===== src/rtl/apb_gpio_irq.sv =====
// apb_gpio_irq: APB GPIO with direction, set/clear, input sync and edge interrupts
module apb_gpio_irq #(
  parameter int WIDTH = 8,
  parameter int SYNC_STAGES = 2
) (
  input  logic             clk,
  input  logic             rst,
  input  logic [2:0]       bus_if_paddr,
  input  logic             bus_if_psel,
  input  logic             bus_if_penable,
  input  logic             bus_if_pwrite,
  input  logic [WIDTH-1:0] bus_if_pwdata,
  output logic [WIDTH-1:0] bus_if_prdata,
  output logic             bus_if_pready,
  output logic [WIDTH-1:0] output_port,
  output logic [WIDTH-1:0] output_enable,
  output logic             output_update,
  input  logic [WIDTH-1:0] input_port,
  output logic             input_sampled,
  output logic             irq
);
  localparam logic IDLE = 1'b0;
  localparam logic WAIT = 1'b1;
  logic state;
  logic we;
  logic [WIDTH-1:0] sync_in, prev, pend, rise_en, fall_en, rd, clr;
  if (SYNC_STAGES == 0) begin : g_direct
    assign sync_in = input_port;
  end else begin : g_sync
    logic [WIDTH-1:0] chain [SYNC_STAGES];
    for (genvar s = 0; s < SYNC_STAGES; s++) begin : g_stage
      if (s == 0) begin : g_first
        always_ff @(posedge clk) chain[s] <= rst ? '0 : input_port;
      end else begin : g_next
        always_ff @(posedge clk) chain[s] <= rst ? '0 : chain[s-1];
      end
    end
    assign sync_in = chain[SYNC_STAGES-1];
  end
  assign bus_if_pready = state == WAIT;
  assign we = state == WAIT && bus_if_psel && bus_if_pwrite;
  assign input_sampled = state == WAIT && bus_if_psel && !bus_if_pwrite && bus_if_paddr == 3'd0;
  assign irq = |pend;
  assign clr = we && bus_if_paddr == 3'd6 ? bus_if_pwdata : '0;
  always_comb
    rd = bus_if_paddr == 3'd0 ? sync_in :
         bus_if_paddr == 3'd1 || bus_if_paddr == 3'd2 ? output_port :
         bus_if_paddr == 3'd3 ? output_enable :
         bus_if_paddr == 3'd4 ? rise_en :
         bus_if_paddr == 3'd5 ? fall_en :
         bus_if_paddr == 3'd6 ? pend : '0;
  always_ff @(posedge clk) begin
    if (rst) begin
      state         <= IDLE;
      bus_if_prdata <= '0;
      output_port   <= '0;
      output_enable <= '0;
      output_update <= 1'b0;
      rise_en       <= '0;
      fall_en       <= '0;
      prev          <= '0;
      pend          <= '0;
    end else begin
      state <= state == IDLE && bus_if_psel && bus_if_penable ? WAIT : IDLE;
      if (state == IDLE && bus_if_psel && bus_if_penable && !bus_if_pwrite) bus_if_prdata <= rd;
      output_update <= we && bus_if_paddr < 3'd3;
      if (we)
        case (bus_if_paddr)
          3'd0: output_port <= bus_if_pwdata;
          3'd1: output_port <= output_port | bus_if_pwdata;
          3'd2: output_port <= output_port & ~bus_if_pwdata;
          3'd3: output_enable <= bus_if_pwdata;
          3'd4: rise_en <= bus_if_pwdata;
          3'd5: fall_en <= bus_if_pwdata;
          default: ;
        endcase
      prev <= sync_in;
      pend <= (pend & ~clr) | (sync_in & ~prev & rise_en) | (~sync_in & prev & fall_en);
    end
  end
endmodule


===== config.mk =====
export PLATFORM = sky130hd
export DESIGN_NAME = apb_gpio_irq
export DESIGN_NICKNAME = d
export VERILOG_FILES = /design/src/rtl/apb_gpio_irq.sv
export SDC_FILE = /design/constraint.sdc
export NUM_CORES = 1
export LEC_CHECK = 0
export ABC_AREA = 1
export BUFFER_PORTS_ARGS = -buffer_cell sky130_fd_sc_hd__buf_2
export CAP_MARGIN = 20
export CORE_MARGIN = 2
export CORE_UTILIZATION = 35
export DETAILED_ROUTE_END_ITERATION = 8
export GPL_TIMING_DRIVEN = 0
export HOLD_SLACK_MARGIN = 0.12
export PLACE_DENSITY_LB_ADDON = 0.05
export SLEW_MARGIN = 20
export SYNTH_ARGS = -nofsm -noshare
export SYNTH_HDL_FRONTEND = slang
export SYNTH_SLANG_ARGS = --single-unit

===== constraint.sdc =====
create_clock -name clk -period 3.3 [get_ports clk]
set_clock_uncertainty 0.05 [all_clocks]
set_input_delay 0.66 -clock clk [delete_from_list [all_inputs] [get_ports clk]]
set_output_delay 0.66 -clock clk [all_outputs]
set_load 0.02 [all_outputs]

==> impl_metrics.ini <==
[status]
status = finished, final reports clean

[setup_path]
end_kind = output port
startpoint = bus_if_paddr[0]
arrival_ns = 1.86
crit_path_top_delay_cell = nor2_4
cp_cell_sequence = buf_2 -> nor2_4 -> inv_2 -> nor2_8 -> inv_2 -> nor3_1 -> buf_2
crit_type = input port to output port
crit_fanout = 10
r2r_start = bus_if_pready
startpoint_type = input port
cp.required_ns = 2.59
slowest_delay_ns = 0.24

[cells_and_area]
final_nets = 503
n_antenna_cell = 0
syn_to_final_growth_pct = 20.0
final_cell_mix = dfxtp_1, nor2_1, a21oi_1, inv_1, buf_2
layout_commonest_cell = dfxtp_1
design_area_sq_um = 3810
drive_gt1_share_pct = 18.6

[clock_network]
cts_buffers = 9
clock_latency_ns = 0.35
ctsResizeCount = 0
post_cts_buffers = 0
cts_tree = built
clk_pin_slew_ns = 0.08
cts_hold_buf = 0
cts_max_level = 3
cts-root-buf = clkbuf_8
clock_sinks = 74
clockBufferDepth = 2

[grt]
grt_antenna_before_repair = 0
grt_use_total_pct = 18.7
grt_max_degree = 13
grt_pass1_wl_microns = 14400
grt_overflow = 0
grt_pass1_vias = 2684

[synth]
syn_avg_cell_area_sq_um = 7.57
ys_ff_latch = 74
synthesis.nets = 443
yosysSeqAreaShare_pct = 46.7
syn_inst = 419
yosys.cell_types.count = 26
synth_area_sq_um = 3170
yosys_warnings = 0

[sta]
min_period_ns = 2.57
drv_slew = 0
relSlewSlack_pct = 57.3
setup_viol = 0
timing.fmax_ghz = 0.389
finalHoldViolCount = 0
worst_pin_slew_ns = 0.640
fin_crit_sh_pct = 77.9
rsz0062_at_grt = false
fin_tns_setup_ns = 0

[job]
cap_viol_max_count = 0

[placement]
gp_congestion = 0.832
numPortBuffers = 49
place_area_sq_um = 3550
dp_hpwl_microns = 6610

[floorplan]
initial_core_util_pct = 36.2
io_pins = 52
rows = 34
dieArea_sq_um = 9840
die_h_microns = 99.2
die_x_microns = 99.2
coreArea_sq_um = 8760

[detailed_routing]
vias = 2867
vias_per_cell = 4.85
wl_microns = 8740
drtIter0Drc = 120
post-route-drc-count = 0
wire_per_inst_microns = 14.8
first_pass_iters = 4
postRouteAntennaNets = 0

[power]
p_leak_nw = 1.67
power_density_nw_per_um2 = 513
vdd_drop_max_v = 0.000312

[min_path]
worstHoldStart = g_sync.chain[0][0]
hp-class = flop to flop
## power breakdown
part	internal, mW	switching (mW)	leakage (nW)
logic	0.0354	0.0910	0.944
clock network	0.572	0.342	0.129
registers	0.907	0.00610	0.600
## stage by stage
step | setup slack, ns | hold slack (ns) | power [mW] | utilization [%] | cells
after detailed placement | 0.719 | 0.344 | 1.06 | 40.5 | 576
after global placement | 0.705 | 0.340 | 1.06 | 40.5 | 576
after global routing | 0.606 | 0.370 | 2.04 | 43.4 | 591
final | 0.730 | 0.355 | 1.95 | 43.4 | 591
after floorplan | 0.937 | 0.338 | 1.01 | - | 419
after CTS | 0.711 | 0.355 | 1.98 | 43.4 | 591
## registers in the layout (all words and copies together), names as in the netlist
name and count:
bus_if_pready 1, output_port 8, output_update 1, bus_if_prdata 8, prev 8, output_enable 8, g_sync.chain 16, fall_en 8
rise_en 8, pend 8
## logic make-up after synthesis
family	after synthesis	share of synthesized area, %
AND/OR/NAND/NOR	167	25.9
flip-flops	74	46.7
buffers and inverters	74	10.2
AO/OA/AOI/OAI	104	17.2
## per-layer routing
layer / global-route usage, % / share of wire (%) / wire (microns)
met5: 0 / 0 / 0
met4: 4.95 / 1.2 / 104
met3: 4.64 / 4.7 / 409
met2: 28.0 / 44 / 3820
met1: 27.0 / 50 / 4410
## cell usage after synthesis, drive strengths merged
library cell	n	area, sq um
a21oi	56	288
a31oi	8	50.1
buf	7	71.3
clkbuf	11	41.3
clkinv	1	5.00
dfxtp	74	1480
inv	55	206
nand2	46	175
nand3	26	148
nand3b	2	15.0
nand4	24	150
nor2	64	279
nor3	2	21.3
nor4	3	33.8
o21ai	40	208
## final timing paths
check | endpoint | slack, ns | cells after the start
worst max-delay path | input_sampled | 0.73 | 7
worst min-delay path | g_sync.chain[0][8] | 0.35 | 2
worst max register to register | pend[1] | 1.68 | 4
worst min register to register | g_sync.chain[0][8] | 0.35 | 2
## area by class of cell
type	instances	area (sq um)
Buffer	18	113
Clock buffer	9	124
Clock inverter	6	130
Fill cell	918	4960
Inverter	56	211
Multi-Input combinational cell	271	1370
Sequential cell	74	1480
Tap cell	108	135
Timing Repair Buffer	49	245
## critical path: cells and delay by family
| kind | cells | cell delay (ns) |
|---|---|---|
| buf+inv | 4 | 0.64 |
| simple gates | 3 | 0.57 |
Power figures use the tool's default switching activity.
